==> config.mk <==
export PLATFORM = sky130hd
export DESIGN_NAME = qint_multi
export DESIGN_NICKNAME = d
export VERILOG_FILES = /design/src/rtl/qint_multi.sv
export SDC_FILE = /design/constraint.sdc
export NUM_CORES = 1
export LEC_CHECK = 0
export CORE_ASPECT_RATIO = 1.4
export CORE_MARGIN = 5
export CORE_UTILIZATION = 25
export DETAILED_ROUTE_END_ITERATION = 8
export PLACE_DENSITY = 0.47
export SYNTH_ARGS = -nofsm -noshare
export SYNTH_HDL_FRONTEND = slang
export SYNTH_SLANG_ARGS = --single-unit
export TNS_END_PERCENT = 30
==> constraint.sdc <==
create_clock -name clk -period 10.3 [get_ports clk]
set_input_delay 1.545 -clock clk [delete_from_list [all_inputs] [get_ports clk]]
set_output_delay 1.545 -clock clk [all_outputs]
set_load 0.01 [all_outputs]
==> src/rtl/qint_multi.sv <==
// qint_multi: multi-channel QBUS interrupt requester with level arbitration and IAK daisy chain.
// Optional QINT_MASK_EN adds the int_mask port (masked channels stay pending but are ineligible).
module qint_multi #(
    parameter int NCHAN       = 4,
    parameter int SYNC_STAGES = 2,
    localparam int CW         = (NCHAN > 1) ? $clog2(NCHAN) : 1
) (
    input  logic               clk,
    input  logic               reset_n,
    input  logic [2*NCHAN-1:0] int_priority,
    input  logic               RINIT,
    input  logic               RDIN,
    input  logic               RIAKI,
    input  logic [4:7]         RIRQ,
    input  logic [NCHAN-1:0]   int_request,
`ifdef QINT_MASK_EN
    input  logic [NCHAN-1:0]   int_mask,
`endif
    output logic [4:7]         TIRQ,
    output logic               TIAKO,
    output logic               assert_vector,
    output logic [CW-1:0]      vector_chan
);
    localparam logic [1:0] INTP_4 = 2'd0;
    localparam logic [1:0] INTP_5 = 2'd1;
    localparam logic [1:0] INTP_6 = 2'd2;
    localparam logic [1:0] INTP_7 = 2'd3;

    typedef enum logic [1:0] {IDLE, ARMED, VECTOR} state_t;
    state_t state, state_n;

    logic [6:0]       sync_q [SYNC_STAGES];
    logic             rinit_s, rdin_s, riaki_s, rdin_q, riaki_q;
    logic [4:7]       rirq_s;
    logic             unused_rirq4;
    logic [NCHAN-1:0] req_q, pending, elig, clr;
    logic [4:7]       tirq_d;
    logic             has_win, irq_higher, latch, ack;
    logic [CW-1:0]    win_idx;
    logic [1:0]       win_lvl;

    assign {rinit_s, rdin_s, riaki_s, rirq_s} = sync_q[SYNC_STAGES-1];
    assign unused_rirq4 = rirq_s[4];
    assign clr = ack ? (NCHAN'(1) << vector_chan) : '0;

`ifdef QINT_MASK_EN
    assign elig = pending & ~int_mask;
`else
    assign elig = pending;
`endif

    // Highest level wins; strict '>' keeps ties on the lowest index.
    always_comb begin
        has_win = 1'b0;
        win_idx = '0;
        win_lvl = INTP_4;
        tirq_d  = '0;
        for (int i = 0; i < NCHAN; i++) begin
            if (elig[i]) begin
                tirq_d[4] = 1'b1;
                tirq_d[5] = tirq_d[5] | (int_priority[2*i +: 2] == INTP_5);
                tirq_d[6] = tirq_d[6] | int_priority[2*i+1];
                tirq_d[7] = tirq_d[7] | (int_priority[2*i +: 2] == INTP_7);
                if (!has_win || int_priority[2*i +: 2] > win_lvl) begin
                    has_win = 1'b1;
                    win_lvl = int_priority[2*i +: 2];
                    win_idx = CW'(i);
                end
            end
        end
    end

    // Our own drivers are removed from the bus view before comparing.
    assign irq_higher = (win_lvl == INTP_4) ? ((rirq_s[5] & ~TIRQ[5]) | (rirq_s[6] & ~TIRQ[6])) :
                        (win_lvl == INTP_5) ? (rirq_s[6] & ~TIRQ[6]) :
                        (win_lvl == INTP_6) ? (rirq_s[7] & ~TIRQ[7]) : 1'b0;

    always_ff @(posedge clk or negedge reset_n) begin
        if (!reset_n) state <= IDLE;
        else          state <= state_n;
    end

    always_comb begin
        state_n = state;
        latch   = 1'b0;
        ack     = 1'b0;
        if (rinit_s) begin
            state_n = IDLE;
        end else begin
            case (state)
                IDLE: if (rdin_s && !rdin_q && has_win && !irq_higher) begin
                    state_n = ARMED;
                    latch   = 1'b1;
                end
                ARMED: if (riaki_s && !riaki_q) begin
                    state_n = VECTOR;
                    ack     = 1'b1;
                end else if (rdin_s && !rdin_q && !riaki_s) begin
                    state_n = IDLE;
                end
                VECTOR: if (!riaki_s && riaki_q) state_n = IDLE;
                default: state_n = IDLE;
            endcase
        end
    end

    // req_q resets high so a request already asserted through reset is not taken as an edge.
    always_ff @(posedge clk or negedge reset_n) begin
        if (!reset_n) begin
            for (int s = 0; s < SYNC_STAGES; s++) sync_q[s] <= '0;
            rdin_q        <= 1'b0;
            riaki_q       <= 1'b0;
            req_q         <= '1;
            pending       <= '0;
            vector_chan   <= '0;
            TIRQ          <= '0;
            TIAKO         <= 1'b0;
            assert_vector <= 1'b0;
        end else begin
            sync_q[0] <= {RINIT, RDIN, RIAKI, RIRQ};
            for (int s = 1; s < SYNC_STAGES; s++) sync_q[s] <= sync_q[s-1];
            rdin_q  <= rdin_s;
            riaki_q <= riaki_s;
            req_q   <= int_request;
            if (rinit_s) begin
                pending       <= '0;
                vector_chan   <= '0;
                TIRQ          <= '0;
                TIAKO         <= 1'b0;
                assert_vector <= 1'b0;
            end else begin
                pending       <= (pending & ~clr) | (int_request & ~req_q);
                vector_chan   <= latch ? win_idx : vector_chan;
                TIRQ          <= tirq_d;
                TIAKO         <= riaki_s && (state_n == IDLE);
                assert_vector <= (state_n == VECTOR);
            end
        end
    end
endmodule

==> run_results.csv, run 1 <==
group,metric,value,unit
synth,synth-edff-count,0,
clock_network,cts_resized,0,
sta,setup_violations,0,
synth,yosysWarnings,0,
min_path,hp-start,"sync_q[12]$_DFF_PN0_",
synth,synth_xor_area_share,0,%
sta,fmax,0.1569,GHz
global_routing,gr-usage-met1,10.82,%
floorplanning,coreArea,0.006168,mm^2
power,seq_power_share,46.2,%
sta,max_slew_margin,60.97,%
power,netSwitchingPower,0.07375,mW
critical_path,rr_startpoint,"elig[0]$_DFF_PN0_",
clock_network,numCtsBuffers,5,
global_routing,grt_usage,9.213,%
power,share_comb_of_total_power,16.1,%
critical_path,max_stage_delay,0.55,ns
synth,netlist_instances,146,
critical_path,crit_type,"primary input to flip-flop",
global_routing,antenna_found_initial,0,
critical_path,path_max_fanout,6,
drt,postRouteAntennaNets,0,
critical_path,crit_arrival,6.56,ns
sta,timing.hold.ws,0.3402,ns
global_routing,grtUsageMet3,2.517,%
clock_network,cts_tree,"yes",
synth,synth_flop_cell,"dfrtp_1",
finish,final_cell_mix,"dfrtp_1 (28), clkdlybuf4s50_1 (27), nor2_1 (11), inv_1 (9), a21oi_1 (9)",
global_routing,grt_pass1_vias,1301,
synth,synth_mux_area_share,0,%
finish,area_growth,28.03,%
global_routing,top_usage_layer,"met2",
synth,synthSimpleGateAreaFrac,16.96,%
finish,final_area,0.002012,mm^2
clock_network,clock_latency,0.28,ns
floorplanning,dieArea,0.007994,mm^2
synth,synth_fa_ha_area_share,5.573,%
clock_network,cts_sinks,32,
critical_path,path_delay_family,"compound AO/OA/AOI/OAI gates",
finish,diodes,0,
critical_path,startpoint,"int_priority[1]",
run,maxCapViolCount,0,
floorplanning,dieHeight,103.8,um
place,dp_hpwl,2610,um
synth,synth.net_count,174,
finish,nNetsFinal,204,
power,peakVddDrop,0.07085,mV
power,p_leak,0.8272,nW
synth,syn_area,0.001572,mm^2
run_status,status,"complete, no violations",
floorplanning,ios,29,
clock_network,root_buffer,"clkbuf_8",
clock_network,htreeDepth,2,
floorplanning,rows,34,
sta,worst-slew-pin-transition,0.5854,ns
synth,async_flop_share,100.0,%
synth,synth_seq_cells,32,
place,port_buffers,27,
critical_path,required,10.48,ns
synth,yosysUniqueCellTypes,45,
finish,final_util,32.62,%
finish,drive_above_1_share,12.43,%
synth,synth_compound_area_share,21.82,%
global_routing,grt_pass1_wl,5947,um
power,power_density,150.9,mW/mm^2
drt,drcViolationCount,0,
place,dp_cells,241,
synth,postSynthAreaPerCell,10.76,um^2
place,place_congestion,0.9037,
critical_path,cp_common_cell,"ha_1",
critical_path,critical_path.slowest_cell,"or4b_4",
global_routing,gr-total-overflow,0,
critical_path,critPathBufInv,1,
finish,finalNonFillerCells,249,
power,internal_power,0.2299,mW
floorplanning,die_w,77.01,um
clock_network,cts_hold_buf,0,
sta,rsz0062_at_grt,"false",
power,p_sw_share,24.29,%
sta,period_share,61.87,%
power,pwr-share-clk,37.8,%
finish,layout_commonest_cell,"dfrtp_1",
clock_network,cts_max_path_buffers,2,
sta,fin_setup_tns,0,ns
clock_network,path_clk_slew,0.07,ns
sta,finalHoldViolations,0,
global_routing,use_met2,15.07,%
drt,avgRoutedWirePerCell,13.84,um
critical_path,setup.worst_path.end_class,"flip-flop",
drt,num_vias,1207,
critical_path,start_kind,"primary input",
place,dpl_cell_area,0.001904,mm^2
drt,drt_iter0_drc,35,
sta,period_needed,6.373,ns
floorplanning,start_util,25.48,%
drt,vias_per_cell,4.847,
sta,finalMaxSlewViolations,0,
synth,synth_top_family_by_area,"compound AO/OA/AOI/OAI gates",
clock_network,cts_setup_buffers,0,
min_path,hp-class,"flip-flop to flip-flop",
global_routing,grt_max_degree,33,
critical_path,crit_chain,"clkdlybuf4s50_1, nand2_1, ha_1, o21bai_1, a21bo_2, a31oi_1, ha_1, nor2b_1, o311ai_1, nor2_1, or2_1, ha_1, nor2b_1, a2bb2oi_1, o21a_2, o31ai_1, or4b_4, and2_4, a211oi_1",
sta,finClkSkew,0.009137,ns
synth,ys_seq_area_share,51.27,%
drt,routed_wirelength,3447,um
drt,drtPass1Iterations,4,
==> cells in the mapped netlist, drive strengths merged, types with 2 or more instances <==
master | instances | area share [%]
dfstp | 4 | 6.7
a211oi | 4 | 2.2
nand3 | 2 | 0.64
o21a | 2 | 1.0
a31oi | 5 | 2.0
nand2b | 7 | 2.8
nor4 | 3 | 1.2
buf | 3 | 1.8
dfrtp | 28 | 45
a21oi | 9 | 2.9
o211ai | 2 | 1.3
a2bb2oi | 3 | 1.7
a31o | 2 | 1.1
a311oi | 2 | 1.1
ha | 7 | 5.6
clkbuf | 2 | 0.48
inv | 9 | 2.1
nand2 | 7 | 1.7
nor2b | 6 | 2.4
nor3 | 2 | 0.64
o21bai | 2 | 0.96
nor2 | 12 | 3.3
o311ai | 3 | 1.7
o21ai | 6 | 1.9
==> worst paths after layout <==
kind                                               to  slack, ns  cells past startpoint
setup / recovery           vector_chan[1]$_DFFE_PN0P_       3.93                     19
hold / removal                       rdin_s$_DFF_PN0_       0.34                      0
setup reg to reg           vector_chan[1]$_DFFE_PN0P_       5.10                     18
hold reg to reg                      rdin_s$_DFF_PN0_       0.34                      0
max in group asynchronous          req_q[3]$_DFF_PN1_       8.31                      2
min in group asynchronous         sync_q[9]$_DFF_PN0_       1.65                      2
==> cell type report <==
type / instances / area, um^2
fill: 607 / 4156
sequential: 32 / 805.8
multi-input combinational: 100 / 696.9
timing repair buffer: 28 / 277.8
tap: 72 / 90.09
clock buffer: 6 / 72.57
clock inverter: 2 / 35.03
inverter: 9 / 33.78
==> logic make-up after synthesis <==
family	Yosys count
DFF	32
adders and majority gates	7
AOI/OAI and AO/OA	46
and+or+nand+nor	47
buffers and inverters	14
==> power by group through the flow <==
stage,Sequential [mW],Combinational [mW],Clock [mW]
after floorplan,0.139,0.0301,0
after global placement,0.142,0.0489,0
after detailed placement,0.142,0.0492,0
after CTS,0.140,0.0497,0.119
after global routing,0.141,0.0543,0.125
final,0.140,0.0488,0.115
==> stage by stage <==
step	power, mW	worst slack, ns
finish	0.3037	3.927
global route	0.3206	3.684
CTS	0.3090	3.937
detailed placement	0.1917	3.677
global placement	0.1912	3.691
floorplan	0.1695	4.774
==> per-layer routing <==
metal | part of all wire, % | wire length, um | up-vias
li1 | - | - | 593
met1 | 44 | 1522 | 580
met2 | 50 | 1718 | 28
met3 | 3.9 | 133 | 6
met4 | 2.1 | 73 | 0
met5 | 0 | 0 | -
==> registers in the layout (all words and copies together), names as in the netlist <==
register	cells
rinit_s	1
riaki_s	1
TIRQ	4
vector_chan	2
assert_vector	1
rirq_s	3
rdin_q	1
riaki_q	1
state	2
TIAKO	1
elig	4
sync_q	6
req_q	4
rdin_s	1
Note: power is estimated with default switching activity, not from simulation.
==> inputs of run 2 (changes only) <==
==> constraint.sdc (replaced) <==
create_clock -name clk -period 6 [get_ports clk]
set_input_delay 0.9 -clock clk [delete_from_list [all_inputs] [get_ports clk]]
set_output_delay 0.9 -clock clk [all_outputs]
set_load 0.01 [all_outputs]
==> run_results.csv, run 2 (synthesis results as in run 1) <==
group,metric,value,unit
run_status,status,"complete, no violations",
power,peakVddDrop,0.1927,mV
floorplanning,dieArea,0.007994,mm^2
sta,timing.hold.ws,0.3469,ns
critical_path,max_stage_delay,0.56,ns
place,place_congestion,0.9033,
finish,diodes,0,
floorplanning,ios,29,
finish,final_cell_mix,"dfrtp_1 (28), clkdlybuf4s50_1 (27), nor2_1 (11), inv_1 (9), a21oi_1 (9)",
finish,drive_above_1_share,13.41,%
clock_network,cts_hold_buf,0,
place,dp_slack,0.1559,ns
power,power_density,258.1,mW/mm^2
finish,nNetsFinal,206,
finish,largest-register,"sync_q",
sta,period_needed,5.651,ns
critical_path,reg2regPathDepth,18,
power,p_leak,0.8364,nW
place,dp_hpwl,2693,um
global_routing,antenna_found_initial,0,
drt,postRouteAntennaNets,0,
global_routing,grt_pass1_wl,6127,um
drt,vias_per_cell,4.932,
floorplanning,start_util,25.48,%
global_routing,grt_usage,9.247,%
power,pwr-share-clk,37.6,%
power,internal_power,0.3961,mW
finish,regArea,805.8,um^2
power,share_comb_of_total_power,16.4,%
critical_path,path_max_fanout,6,
critical_path,cp.depth,19,
finish,finalNonFillerCells,251,
clock_network,cts_tree,"yes",
power,p_sw_share,24.29,%
sta,setup_violations,0,
floorplanning,rows,34,
sta,period_share,94.18,%
finish,final_area,0.002027,mm^2
critical_path,required,6.18,ns
critical_path,start_kind,"primary input",
min_path,hp-class,"flip-flop to flip-flop",
sta,finalHoldViolations,0,
finish,final_util,32.86,%
sta,finalMaxSlewViolations,0,
clock_network,cts_sinks,32,
sta,fin_setup_tns,0,ns
global_routing,grt_max_degree,33,
drt,drtPass1Iterations,4,
critical_path,path_delay_family,"compound AO/OA/AOI/OAI gates",
floorplanning,die_w,77.01,um
clock_network,clock_latency,0.28,ns
clock_network,cts_max_path_buffers,2,
finish,largest_register_ffs,6,
power,finalPower,0.5231,mW
finish,multiInputGateArea,696.9,um^2
critical_path,crit_type,"primary input to flip-flop",
drt,avgRoutedWirePerCell,14.04,um
clock_network,cts_setup_buffers,0,
sta,worst-slew-pin-transition,0.5949,ns
min_path,min_path_cells,0,
drt,num_vias,1238,
global_routing,gr-total-overflow,0,
drt,drt_iter0_drc,49,
sta,finClkSkew,0.008438,ns
sta,fmax,0.1770,GHz
run,maxCapViolCount,0,
floorplanning,dieHeight,103.8,um
clock_network,numCtsBuffers,5,
drt,drcViolationCount,0,
finish,area_growth,28.98,%
critical_path,crit_arrival,5.83,ns
critical_path,critical_path.slowest_cell,"clkdlybuf4s50_1",
power,netSwitchingPower,0.1271,mW
finish,layout_commonest_cell,"dfrtp_1",
sta,rsz0062_at_grt,"false",
critical_path,critPathBufInv,1,
floorplanning,coreArea,0.006168,mm^2
sta,fin_ws,0.3495,ns
place,port_buffers,27,
clock_network,path_clk_slew,0.07,ns
sta,max_slew_margin,60.34,%
critical_path,crit_chain,"clkdlybuf4s50_1, nand2_1, ha_1, o21bai_1, a21bo_2, a31oi_1, ha_1, nor2b_1, o311ai_1, nor2_1, or2_1, ha_1, nor2b_1, a2bb2oi_1, o21a_2, o31ai_1, or4b_4, and2_4, a211oi_1",
critical_path,cp_common_cell,"ha_1",
drt,routed_wirelength,3524,um
place,dp_cells,243,
power,seq_power_share,46.0,%
finish,nFillCells,617,
critical_path,setup.worst_path.end_class,"flip-flop",
clock_network,root_buffer,"clkbuf_8",
clock_network,htreeDepth,2,
global_routing,grt_pass1_vias,1306,
place,dpl_cell_area,0.001919,mm^2
clock_network,cts_resized,0,
## run 2: cell types whose count changed in the layout (fill, tap and decap cells not counted)
| cell | change |
|---|---|
| buf_4 | +2 |
## run 2: final timing paths
| path | slack [ns] | startpoint | end |
|---|---|---|---|
| max in group asynchronous | 4.66 | reset_n | req_q[3]$_DFF_PN1_ |
| hold / removal | 0.35 | sync_q[8]$_DFF_PN0_ | rirq_s[6]$_DFF_PN0_ |
| min in group asynchronous | 1.01 | reset_n | sync_q[9]$_DFF_PN0_ |
| setup / recovery | 0.35 | int_priority[1] | vector_chan[1]$_DFFE_PN0P_ |
| hold reg to reg | 0.35 | sync_q[8]$_DFF_PN0_ | rirq_s[6]$_DFF_PN0_ |
| setup reg to reg | 0.87 | elig[0]$_DFF_PN0_ | vector_chan[1]$_DFFE_PN0P_ |
## run 2: layout make-up
cell class / count / area share, %
flip-flops and latches: 32 / 39.75
multi-input cells: 100 / 34.38
repair buffers: 30 / 14.44
well taps: 72 / 4.444
clock buffers: 6 / 3.580
clock inverters: 2 / 1.728
inverters: 9 / 1.667
## run 2: power groups by stage
| stage | sequential [mW] | clock, mW | combinational (mW) |
|---|---|---|---|
| floorplan | 0.239 | 0 | 0.0516 |
| detailed placement | 0.245 | 0 | 0.0863 |
| global placement | 0.244 | 0 | 0.0852 |
| finish | 0.241 | 0.196 | 0.0860 |
| CTS | 0.241 | 0.203 | 0.0872 |
| global route | 0.243 | 0.213 | 0.0957 |
## run 2: per-layer routing
metal	part of all wire [%]	track usage [%]	wire length, um
met5	0	0	0
met3	3.2	1.997	113
met4	3.1	4.791	111
met1	44	11.30	1553
met2	50	15.07	1746
